## config.mk

```make
export PLATFORM = sky130hd
export DESIGN_NAME = wrr_grant_arbiter
export DESIGN_NICKNAME = d
export VERILOG_FILES = /design/src/rtl/wrr_grant_arbiter_pkg.sv /design/src/rtl/wrr_grant_arbiter_rr_pick.sv /design/src/rtl/wrr_grant_arbiter.sv
export SDC_FILE = /design/constraint.sdc
export NUM_CORES = 1
export LEC_CHECK = 0
export CORE_MARGIN = 2
export CORE_UTILIZATION = 50
export CTS_BUF_LIST = sky130_fd_sc_hd__clkbuf_8
export CTS_CLUSTER_SIZE = 40
export DETAILED_ROUTE_END_ITERATION = 10
export PLACE_DENSITY_LB_ADDON = 0.25
export SLEW_MARGIN = 20
export SYNTH_ARGS = -nofsm -noshare
export SYNTH_HDL_FRONTEND = slang
export SYNTH_SLANG_ARGS = --single-unit
```

## constraint.sdc

```tcl
create_clock -name clk -period 11.3 [get_ports clk]
set_clock_uncertainty 0.1 [all_clocks]
set_input_delay 3.39 -clock clk [delete_from_list [all_inputs] [get_ports clk]]
set_output_delay 3.39 -clock clk [all_outputs]
set_load 0.02 [all_outputs]
```

## src/rtl/wrr_grant_arbiter_pkg.sv

```systemverilog
// Shared types and helpers for the weighted round-robin grant arbiter.
package arb_pkg;

    // Arbiter top-level state: no owner, or a transaction in flight.
    typedef enum logic [0:0] {
        IDLE  = 1'b0,
        GRANT = 1'b1
    } arb_state_e;

    // Widest weight field eff_w accepts; callers zero-extend narrower weights.
    localparam int EFF_W_WIDTH = 16;

    // Effective weight: a zero weight still earns one grant per turn.
    function automatic logic [EFF_W_WIDTH-1:0] eff_w(input logic [EFF_W_WIDTH-1:0] w);
        return (w == '0) ? EFF_W_WIDTH'(1) : w;
    endfunction

endpackage

```

## src/rtl/wrr_grant_arbiter_rr_pick.sv

```systemverilog
// Combinational round-robin picker: first set request at or after ptr, with wrap.
module rr_pick #(
    parameter int NUM_REQ = 4,
    localparam int IDX_W  = (NUM_REQ > 1) ? $clog2(NUM_REQ) : 1
) (
    input  logic [NUM_REQ-1:0] req,
    input  logic [IDX_W-1:0]   ptr,
    output logic               found,
    output logic [IDX_W-1:0]   idx
);

    logic [2*NUM_REQ-1:0] req_dbl;
    logic [NUM_REQ-1:0]   req_rot;
    logic [IDX_W-1:0]     off;
    logic [IDX_W:0]       sum;

    // Rotate so that bit 0 of req_rot corresponds to requester ptr.
    assign req_dbl = {req, req};
    assign req_rot = NUM_REQ'(req_dbl >> ptr);

    // Priority-encode the rotated vector: lowest set bit wins.
    always_comb begin
        found = 1'b0;
        off   = '0;
        for (int k = NUM_REQ - 1; k >= 0; k--) begin
            if (req_rot[k]) begin
                found = 1'b1;
                off   = IDX_W'(k);
            end
        end
    end

    // Un-rotate: winner = (ptr + off) mod NUM_REQ.
    always_comb begin
        sum = {1'b0, ptr} + {1'b0, off};
        if (sum >= (IDX_W+1)'(NUM_REQ)) begin
            idx = IDX_W'(sum - (IDX_W+1)'(NUM_REQ));
        end else begin
            idx = IDX_W'(sum);
        end
    end

endmodule

```

## src/rtl/wrr_grant_arbiter.sv

```systemverilog
// Weighted round-robin arbiter: grants one transaction-level owner at a time,
// lets each requester take up to its weight of consecutive grants, and tracks
// per-requester wait time with sticky starvation flags.
module wrr_grant_arbiter
    import arb_pkg::*;
#(
    parameter int NUM_REQ  = 4,
    parameter int WEIGHT_W = 4,   // must not exceed EFF_W_WIDTH
    parameter int MAX_WAIT = 64,
    parameter int WAIT_W   = 8,
    localparam int IDX_W   = (NUM_REQ > 1) ? $clog2(NUM_REQ) : 1
) (
    input  logic                         clk,
    input  logic                         rst,
    input  logic [NUM_REQ-1:0]           req,
    input  logic [NUM_REQ*WEIGHT_W-1:0]  weight,
    input  logic                         done,
    output logic [NUM_REQ-1:0]           gnt,
    output logic                         gnt_valid,
    output logic [IDX_W-1:0]             gnt_id,
    output logic [NUM_REQ-1:0]           starve
);

    arb_state_e            state_q, state_d;
    logic [IDX_W-1:0]      rr_ptr_q, rr_ptr_d;
    logic [WEIGHT_W-1:0]   cred_q, cred_d;
    logic [NUM_REQ-1:0]    gnt_q, gnt_d;
    logic [IDX_W-1:0]      gnt_id_q, gnt_id_d;

    logic                  pick_found;
    logic [IDX_W-1:0]      pick_idx;
    logic                  arb_event;
    logic [WEIGHT_W-1:0]   weight_arr [NUM_REQ];
    logic [EFF_W_WIDTH-1:0] win_eff_w;
    logic [WEIGHT_W-1:0]   turn_left;

    genvar gi;

    // Unpack the flat weight bus into one field per requester.
    generate
        for (gi = 0; gi < NUM_REQ; gi++) begin : g_weight
            assign weight_arr[gi] = weight[gi*WEIGHT_W +: WEIGHT_W];
        end
    endgenerate

    rr_pick #(
        .NUM_REQ (NUM_REQ)
    ) u_pick (
        .req   (req),
        .ptr   (rr_ptr_q),
        .found (pick_found),
        .idx   (pick_idx)
    );

    // A new owner is chosen from IDLE on any request, or when the owner finishes
    // or silently drops its request.
    assign arb_event = (state_q == IDLE)  ? (|req)
                                          : (done || !req[gnt_id_q]);

    // Next-state, pointer/credit and grant decisions for the arbitration event.
    always_comb begin
        state_d   = state_q;
        rr_ptr_d  = rr_ptr_q;
        cred_d    = cred_q;
        gnt_d     = gnt_q;
        gnt_id_d  = gnt_id_q;
        win_eff_w = eff_w(EFF_W_WIDTH'(weight_arr[pick_idx]));
        turn_left = '0;

        if (arb_event) begin
            if (!pick_found) begin
                state_d  = IDLE;
                gnt_d    = '0;
                gnt_id_d = '0;
            end else begin
                state_d  = GRANT;
                gnt_d    = NUM_REQ'(1) << pick_idx;
                gnt_id_d = pick_idx;
                // Continue the current turn if it is loaded, else load a fresh one
                // from the winner's weight (sampled only here).
                if (pick_idx == rr_ptr_q && cred_q != '0) begin
                    turn_left = cred_q - 1'b1;
                end else begin
                    turn_left = WEIGHT_W'(win_eff_w - 1'b1);
                end
                if (turn_left == '0) begin
                    rr_ptr_d = (pick_idx == IDX_W'(NUM_REQ - 1)) ? '0 : pick_idx + 1'b1;
                    cred_d   = '0;
                end else begin
                    rr_ptr_d = pick_idx;
                    cred_d   = turn_left;
                end
            end
        end
    end

    // Arbiter state registers; reset overrides everything.
    always_ff @(posedge clk) begin
        if (rst) begin
            state_q  <= IDLE;
            rr_ptr_q <= '0;
            cred_q   <= '0;
            gnt_q    <= '0;
            gnt_id_q <= '0;
        end else begin
            state_q  <= state_d;
            rr_ptr_q <= rr_ptr_d;
            cred_q   <= cred_d;
            gnt_q    <= gnt_d;
            gnt_id_q <= gnt_id_d;
        end
    end

    // Per-requester saturating wait counter and sticky starvation flag.
    generate
        for (gi = 0; gi < NUM_REQ; gi++) begin : g_wait
            logic [WAIT_W-1:0] wait_q, wait_d;
            logic              starve_q;

            // Clear while served or not asking; otherwise count up and saturate.
            always_comb begin
                wait_d = wait_q;
                if (gnt_q[gi] || !req[gi]) begin
                    wait_d = '0;
                end else if (wait_q != '1) begin
                    wait_d = wait_q + 1'b1;
                end
            end

            // Register the counter; the flag latches once the threshold is reached.
            always_ff @(posedge clk) begin
                if (rst) begin
                    wait_q   <= '0;
                    starve_q <= 1'b0;
                end else begin
                    wait_q <= wait_d;
                    if (wait_q >= WAIT_W'(MAX_WAIT)) begin
                        starve_q <= 1'b1;
                    end
                end
            end

            assign starve[gi] = starve_q;
        end
    endgenerate

    assign gnt       = gnt_q;
    assign gnt_valid = |gnt_q;
    assign gnt_id    = gnt_id_q;

endmodule

```

==> results of run 1 <==
==> state kept, by name, summed over array words and instances (netlist names) <==
name / count
cred_q: 4
g_wait.starve_q: 4
g_wait.wait_q: 32
gnt: 4
gnt_id: 2
rr_ptr_q: 2
state_q: 1
==> layer usage <==
| metal | share of wire, % | global-route usage, % | vias to the layer above |
|---|---|---|---|
| met5 | 0 | 0 | - |
| met4 | 0.58 | 5.85 | 0 |
| met3 | 3.8 | 4.63 | 2 |
| met2 | 47 | 30.6 | 34 |
| met1 | 48 | 23.4 | 1039 |
| li1 | - | - | 1149 |
==> synthesized netlist by cell type, types with 3 or more instances <==
| cell | number |
|---|---|
| ha_1 | 10 |
| or4_1 | 3 |
| or3b_2 | 4 |
| mux2i_1 | 7 |
| o21ai_0 | 10 |
| inv_1 | 5 |
| and3_1 | 7 |
| xor2_1 | 8 |
| clkbuf_1 | 10 |
| nand2b_1 | 5 |
| nand2_1 | 21 |
| buf_4 | 5 |
| nand4_1 | 8 |
| dfxtp_1 | 49 |
| a21oi_1 | 11 |
| nor3_1 | 17 |
| xnor2_1 | 7 |
| nor2_1 | 56 |
| nand3_1 | 23 |
| nor4_1 | 6 |
| a31oi_1 | 6 |
| or2_2 | 3 |
| and2_1 | 3 |
| mux4_2 | 3 |
==> logic make-up after synthesis <==
logic type                 Yosys count  synth area share (%)
buffers and inverters               23                  4.17
DFF                                 49                  38.0
adders and majority gates           10                  4.85
AOI/OAI and AO/OA                   39                  9.51
muxes                               12                  6.79
and+or+nand+nor                    162                  30.9
xor gates and xnor gates            16                  5.73
==> worst min-delay path by stage <==
stage / slack [ns] / endpoint / cells past startpoint
2_1_floorplan: 0.34 / cred_q[3]$_SDFFE_PP0P_ / 2
3_3_place_gp: 0.36 / g_wait[3].wait_q[1]$_SDFFE_PP0P_ / 2
3_5_place_dp: 0.36 / g_wait[3].wait_q[1]$_SDFFE_PP0P_ / 2
4_1_cts: 0.37 / g_wait[3].wait_q[1]$_SDFFE_PP0P_ / 2
5_1_grt: 0.40 / g_wait[0].wait_q[1]$_SDFFE_PP0P_ / 2
6_report: 0.37 / g_wait[3].wait_q[1]$_SDFFE_PP0P_ / 2
==> final cells by class <==
class | instances | share of cell area, %
clock buffers | 6 | 2.75
clock inverters | 1 | 0.125
inverters | 5 | 0.625
multi-input cells | 239 | 49.6
flip-flops and latches | 49 | 32.7
well taps | 70 | 2.92
repair buffers | 34 | 11.3
==> critical path: cells and delay by family <==
kind	cells	cell delay (ns)
simple gates	3	0.93
xor+xnor	3	0.79
fa+ha+maj	2	0.44
mux	1	0.39
compound gates	4	1.10
buf+inv	1	0.65
==> per-stage QoR <==
step	worst slack (ns)	std cells	util, %	power (mW)
2_1_floorplan	4.04	311	-	0.443
3_3_place_gp	3.52	397	57.8	0.513
3_5_place_dp	3.43	397	57.8	0.515
4_1_cts	3.73	404	59.5	0.622
5_1_grt	3.46	404	59.5	0.670
6_report	3.71	404	59.5	0.616
==> power by group through the flow <==
stage | sequential (mW) | clock [mW] | combinational [mW]
2_1_floorplan | 0.220 | 0 | 0.223
3_3_place_gp | 0.220 | 0 | 0.293
3_5_place_dp | 0.220 | 0 | 0.296
4_1_cts | 0.216 | 0.106 | 0.300
5_1_grt | 0.219 | 0.113 | 0.337
6_report | 0.216 | 0.101 | 0.299
==> reports/results.txt, run 1 <==
Drt first pass iters: 4
Core area: 0.00504 mm^2
Final setup fails: 0
Crit share post-route: 67.2%
Vias post-DR: 2224
Die Ht: 75.8 um
EDFF count, synth: 0
WL/cell: 12.5 um
WP data arrival: 7.70 ns
Top cell type's share of synthesized area: 38.0%
Final max-slew violation count: 0
CP cell instances: clkdlybuf4s50_1 > nor2_1 > a221o_1 > a221o_1 > ha_1 > xnor2_1 > xnor2_2 > mux4_1 > or3_1 > a31o_2 > ha_1 > xnor2_1 > or4_1 > a31oi_1
Die width: 75.8 um
Most frequent cells in the layout: nor2_1, dfxtp_1, clkdlybuf4s50_1
Routed Antenna Nets: 0
First-pass GRT wire length: 8.16 mm
HP Class: reg2reg
WHS: 0.370 ns
Top FF cell, synth: dfxtp_1
Crit Path Category: in2reg
GP Congestion: 0.831
Worst rel slew slack: 47.0%
Final hold violation count: 0
Yosys top cell by area: dfxtp_1
H-tree depth: 2
Setup_tns: 0 ns
Flop-to-flop setup slack: 6.91 ns
WP data required: 11.40 ns
FP Rows: 26
Largest net degree at the start of global routing: 22
Combinational group share of total power: 48.5%
Clock Latency Late Sink: 0.29 ns
Worst-path fanout max: 9
Post-detail-place hpwl: 3.66 mm
Die Footprint: 0.00575 mm^2
Gr usage total: 18.4%
Vias in the first global route: 1911
Starting density of the core: 51.1%
Cells after Synth: 311
Clk sinks: 49
TritonCTS clock tree: yes
Area Overhead vs Synth: 16.4%
Finished Cell Area: 0.00300 mm^2
Filler cells: 473
Sequential share of power: 35.0%
Unrepaired setup endpoints after global routing: false
Worst setup endpoint: rr_ptr_q[1]$_SDFFE_PP0P_
Hold Buf Count CTS: 0
Crit end category: register
Register area: 981 um^2
Synth unique cells: 44
Slew @ Worst Pin: 0.792 ns
Placed cell area: 0.00292 mm^2
P per Cell Area: 205 mW/mm^2
Synthesized area: 0.00258 mm^2
N_diodes: 0
Routed wire length: 5.04 mm
Final critical-path required period: 7.59 ns
# Post-CTS Setup Buffers: 0
Drt drc: 0
Ranking of synthesized cells by area: dfxtp_1, nor2_1, ha_1
R2r endpoint: rr_ptr_q[1]$_SDFFE_PP0P_
Nets: 367
Fmax: 0.132 GHz
Mapped Avg Cell Area: 8.29 um^2
Ys Warns: 0
Asr flop ratio synth: 0%
Reg2Reg Depth: 13
Commonest non-fill, non-tap cell in the layout: nor2_1
Synthesized Nets: 344
Switching portion of total power: 38.0%
Critical path startpoint: req[0]
R2R Path Start: rr_ptr_q[0]$_SDFFE_PP0P_
Peak VDD IR: 0.0961 mV
CTS root buffer: clkbuf_8
Worst setup SP type: primary input
Congestion Overflow GR: 0
Clk buf depth: 2
Leakage: 1.10 nW
Share of layout cells above drive strength 1: 6.59%
Outcome: finished, final reports clean
CTS buffer count: 5
Initial drt markers: 207
Max-cap violations: 0
Multi-input combinational cell area: 0.00149 mm^2
PortBufs: 33
PostCTS Resize Cnt: 0
Via density: 5.50
HP Start: g_wait[3].wait_q[1]$_SDFFE_PP0P_
Internal power: 0.382 mW
Crit-path slowest cell: clkdlybuf4s50_1
Slowest stage delay, CP: 0.65 ns
Net Switching: 0.234 mW
Register area share after synthesis: 38.0%
Top Ports: 34
FF+latch count, synth: 49
Initial antenna violation count: 0
Clk network pwr share: 16.4%
CTS clock-pin slew for the worst setup and hold paths: 0.08 ns
Power figures use the tool's default switching activity.
==> run 2, diff against run 1 <==
==> constraint.sdc (replaced) <==
create_clock -name clk -period 6.2 [get_ports clk]
set_clock_uncertainty 0.1 [all_clocks]
set_input_delay 1.86 -clock clk [delete_from_list [all_inputs] [get_ports clk]]
set_output_delay 1.86 -clock clk [all_outputs]
set_load 0.02 [all_outputs]
==> reports/results.txt, run 2 (synthesis results as in run 1) <==
Final max-slew violation count: 0
Final setup fails: 0
Gr usage total: 18.7%
Commonest non-fill, non-tap cell in the layout: nor2_1
Crit Path Category: in2reg
Core area: 0.00504 mm^2
Initial drt markers: 186
Worst setup SP type: primary input
Drt first pass iters: 4
PostCTS Resize Cnt: 0
Clk buf depth: 2
Hold Buf Count CTS: 0
Die Footprint: 0.00575 mm^2
Leakage: 1.12 nW
CTS clock-pin slew for the worst setup and hold paths: 0.10 ns
Setup_tns: 0 ns
P per Cell Area: 386 mW/mm^2
Net Switching: 0.451 mW
Largest reg by FF count: g_wait.wait_q
# Post-CTS Setup Buffers: 0
Most frequent cells in the layout: nor2_1, dfxtp_1, clkdlybuf4s50_1
Area Overhead vs Synth: 18.0%
N_diodes: 0
GP Congestion: 0.804
Max reg flops: 32
Placed cell count: 402
Initial antenna violation count: 0
Clock Latency Late Sink: 0.30 ns
Outcome: finished, final reports clean
Worst rel slew slack: 44.9%
Max-cap violations: 0
Vias in the first global route: 1946
Final critical-path required period: 5.69 ns
CTS buffer count: 5
First-pass GRT wire length: 8.22 mm
Congestion Overflow GR: 0
Fmax: 0.176 GHz
Post-detail-place hpwl: 3.83 mm
Peak VDD IR: 0.206 mV
Crit end category: register
Clk network pwr share: 16.2%
Largest net degree at the start of global routing: 22
Clk sinks: 49
PortBufs: 33
Die Ht: 75.8 um
Filler cells: 457
Switching portion of total power: 38.4%
Finished Layout Cells: 410
WP data required: 6.32 ns
TritonCTS clock tree: yes
Slew @ Worst Pin: 0.823 ns
Vias post-DR: 2222
WP data arrival: 5.81 ns
Crit share post-route: 91.8%
Worst-path fanout max: 7
Nets: 372
Routed wire length: 5.13 mm
Via density: 5.42
Unrepaired setup endpoints after global routing: false
Starting density of the core: 51.1%
FP Rows: 26
HP Class: reg2reg
CTS root buffer: clkbuf_8
Combinational group share of total power: 50.2%
Routed Antenna Nets: 0
WL/cell: 12.5 um
Die width: 75.8 um
H-tree depth: 2
Drt drc: 0
Sequential share of power: 33.6%
Share of layout cells above drive strength 1: 8.53%
Internal power: 0.723 mW
Top Ports: 34
Final hold violation count: 0
-- run 2: cell types whose count changed in the layout (fill, tap and decap cells not counted), sizes merged --
cell / previous run / this run
buf: 1 / 6
clkbuf: 6 / 5
clkinv: 0 / 1
clkinvlp: 0 / 1
-- run 2: path summary, 6_finish.rpt --
kind | start | end | slack, ns | cells past startpoint
worst min-delay path | g_wait[0].wait_q[1]$_SDFFE_PP0P_ | g_wait[0].wait_q[1]$_SDFFE_PP0P_ | 0.38 | 2
worst min register to register | g_wait[0].wait_q[1]$_SDFFE_PP0P_ | g_wait[0].wait_q[1]$_SDFFE_PP0P_ | 0.38 | 2
worst max register to register | rr_ptr_q[0]$_SDFFE_PP0P_ | rr_ptr_q[0]$_SDFFE_PP0P_ | 2.06 | 12
worst max-delay path | req[1] | rr_ptr_q[0]$_SDFFE_PP0P_ | 0.51 | 13
-- run 2: worst max-delay path, cell delays in order --
cell	delay, ns
clkdlybuf4s50_1	0.60
nor2_1	0.07
a221o_1	0.31
a221o_1	0.32
ha_1	0.39
mux4_1	0.60
or3_1	0.38
a31o_2	0.26
ha_1	0.22
xnor2_1	0.15
buf_4	0.16
o311a_1	0.28
nor4_1	0.20
-- run 2: per-stage QoR --
stage / utilization (%) / hold slack (ns) / power [mW] / cell area (um^2) / setup slack [ns]
after detailed placement: 58.6 / 0.368 / 0.989 / 2950 / 0.199
after CTS: 60.3 / 0.381 / 1.19 / 3040 / 0.509
after global placement: 58.6 / 0.357 / 0.978 / 2950 / 0.283
after global routing: 60.3 / 0.397 / 1.27 / 3040 / 0.296
final: 60.3 / 0.377 / 1.17 / 3040 / 0.506
after floorplan: - / 0.344 / 0.808 / 2580 / 0.475
-- run 2: final cells by class --
type / count / area (um^2) / area share (%)
Clock buffer: 5 / 68.8 / 2.26
Clock inverter: 3 / 21.3 / 0.699
Inverter: 5 / 18.8 / 0.617
Multi-Input combinational cell: 239 / 1490 / 49.0
Sequential cell: 49 / 981 / 32.2
Tap cell: 70 / 87.6 / 2.88
Timing Repair Buffer: 39 / 375 / 12.3
-- run 2: metal layers --
metal	global-route usage (%)	wire length [um]	part of all wire, %
met1	23.6	2460	48
met2	30.7	2420	47
met3	5.16	211	4.1
met4	6.43	39	0.76
met5	0	0	0
-- run 2: power groups by stage --
stage               logic, mW  clock network, mW  registers [mW]
floorplan               0.407                  0           0.401
global placement        0.576                  0           0.402
detailed placement      0.587                  0           0.402
CTS                     0.593              0.199           0.394
global route            0.657              0.210           0.401
finish                  0.589              0.191           0.394
==> run 3, diff against run 2 <==
--- a/config.mk
+++ b/config.mk
@@ -11,7 +11,7 @@
 export CTS_CLUSTER_SIZE = 40
 export DETAILED_ROUTE_END_ITERATION = 10
 export PLACE_DENSITY_LB_ADDON = 0.25
-export SLEW_MARGIN = 20
 export SYNTH_ARGS = -nofsm -noshare
 export SYNTH_HDL_FRONTEND = slang
 export SYNTH_SLANG_ARGS = --single-unit
+export TNS_END_PERCENT = 100
==> results of run 3 <==
Same layout as run 2: the final DEF is identical, and so are final timing and power.
==> patch (settings of run 2) <==
Set the parameter `WEIGHT_W` to 6 (it was 4).
--- a/src/rtl/wrr_grant_arbiter.sv
+++ b/src/rtl/wrr_grant_arbiter.sv
@@ -6,5 +6,5 @@
 #(
     parameter int NUM_REQ  = 4,
-    parameter int WEIGHT_W = 4,   // must not exceed EFF_W_WIDTH
+    parameter int WEIGHT_W = 6,   // must not exceed EFF_W_WIDTH
     parameter int MAX_WAIT = 64,
     parameter int WAIT_W   = 8,
Interface: changed (resized weight); port bits go from 34 to 42. No check against the original RTL was run, so the function may have changed too.
==> patch against run 2 <==
Critical path depth up 7; sequential cell count rose by 2; sequential power rose by 6.1%; final cell count increased by 18%; synthesized area increased by 19%; final area is 20% higher; clock power grew 26%; non-clock buffer count is 11 higher; worst setup slack lost 23 ps; total power grew 36%; wire length up 29%; largest cell class unchanged.
==> patch: results (changes against run 2) <==
outcome: "finished, final reports clean"
reg2regPathDepth: 18  # +6
hpwl_um: 5020  # +31%
fin_nets: 449  # +21%
vias_per_cell: 5.74  # +5.9%
clock_sinks: 51  # +4.1%
startpoint: "req[3]"
reg2reg_slack_ps: 1900  # -160 ps
syn_nets: 412  # +20%
grt_pass1_wl_um: 10600  # +29%
cpPeakStageDelay_ps: 450  # -150 ps
ir_drop_v: 0.000242  # +18%
clk_share: 0.0332  # +0.00357
synth_cell_types: 56  # +27%
post_drt_wl_per_cell_um: 13.7  # +9.7%
dp_cells: 475  # +18%
worstHoldPathCells: 2  # unchanged
multi_input_area_um2: 1910  # +28%
relSlewSlack: 0.444  # -0.00514
ys_seq_area_frac: 0.331  # -0.0490
inv_count: 9  # +4
p_leak_uw: 0.00138  # +23%
multi_input_cells: 290  # +21%
nClkBuffers: 6  # +1
grt_start_max_net_pins: 25  # +14%
avgSynthCellArea_um2: 8.33  # +0.41%
synth_common_cells: "59 x nor2_1, 51 x dfxtp_1, 27 x nand2_1"
buffer_area_frac: 0.131  # +0.00729
vias: 2771  # +25%
drtIter0Drc: 107  # -42%
crit_fanout: 11  # +4
n_fill_cell: 516  # +13%
clk_path_buf_depth: 2  # unchanged
port_buffers: 41  # +24%
sh_seq_area: 0.279  # -0.0433
gp_congestion: 0.854  # +6.2%
r2r_start: "rr_ptr_q[0]$_SDFFE_PP0P_"
buffers: 50  # +28%
grt_pass1_vias: 2440  # +25%
drive_above_1_share: 0.0809  # -0.00441
synth_area_leaders: "dfxtp_1 33%, nor2_1 7.2%, mux2i_1 4.9%, ha_1 4.5%, nor3_1 3.9%"
r2r-end: "rr_ptr_q[1]$_SDFFE_PP0P_"
==> patch: cell types whose count changed after synthesis, moves of 4 or more <==
cell	before	now
mux2i_1	7	15
a21oi_1	11	18
nor3_1	17	24
nand2_1	21	27
nor4_1	6	0
nor3b_1	0	5
inv_1	5	9
o211ai_1	0	4
==> patch: logic make-up after synthesis <==
family / count (synthesis) / share of synthesized area
xor+xnor: 16 / 0.0479
mux: 25 / 0.111
flops: 51 / 0.331
buf+inv: 29 / 0.0483
fa+ha+maj: 11 / 0.0447
simple gates: 172 / 0.270
compound gates: 66 / 0.147
==> patch: worst min path at each step <==
stage	end	slack [ps]
global placement	g_wait[1].starve_q$_SDFFE_PP0P_	360
finish	g_wait[2].starve_q$_SDFFE_PP0P_	400
CTS	g_wait[1].starve_q$_SDFFE_PP0P_	400
global route	g_wait[0].starve_q$_SDFFE_PP0P_	420
detailed placement	g_wait[2].starve_q$_SDFFE_PP0P_	370
floorplan	g_wait[2].starve_q$_SDFFE_PP0P_	350
==> patch: metrics by stage <==
step	setup slack, ps	power, uW	cell area, um2	util
2_1_floorplan	602	1150	3080	-
3_3_place_gp	295	1350	3540	0.597
3_5_place_dp	144	1360	3540	0.597
4_1_cts	457	1610	3660	0.618
5_1_grt	12.4	1720	3660	0.618
6_report	484	1600	3660	0.618
==> patch: tightest hold or removal path, delay by kind of cell (launching register included) <==
| kind | cells | cell delay, ps |
|---|---|---|
| and+or+nand+nor | 2 | 120 |
| DFF | 1 | 350 |
==> patch: layer usage <==
layer	GRT usage	up-vias	part of all wire
li1	-	1416	-
met1	0.250	1308	0.46
met2	0.344	43	0.49
met3	0.0402	4	0.045
met4	0.0443	0	0.0051
met5	0	-	0
==> patch: where the power goes <==
group          internal [uW]  total (uW)  switching (uW)
clock network            133         241             108
registers                369         418            49.1
logic                    448         939             491
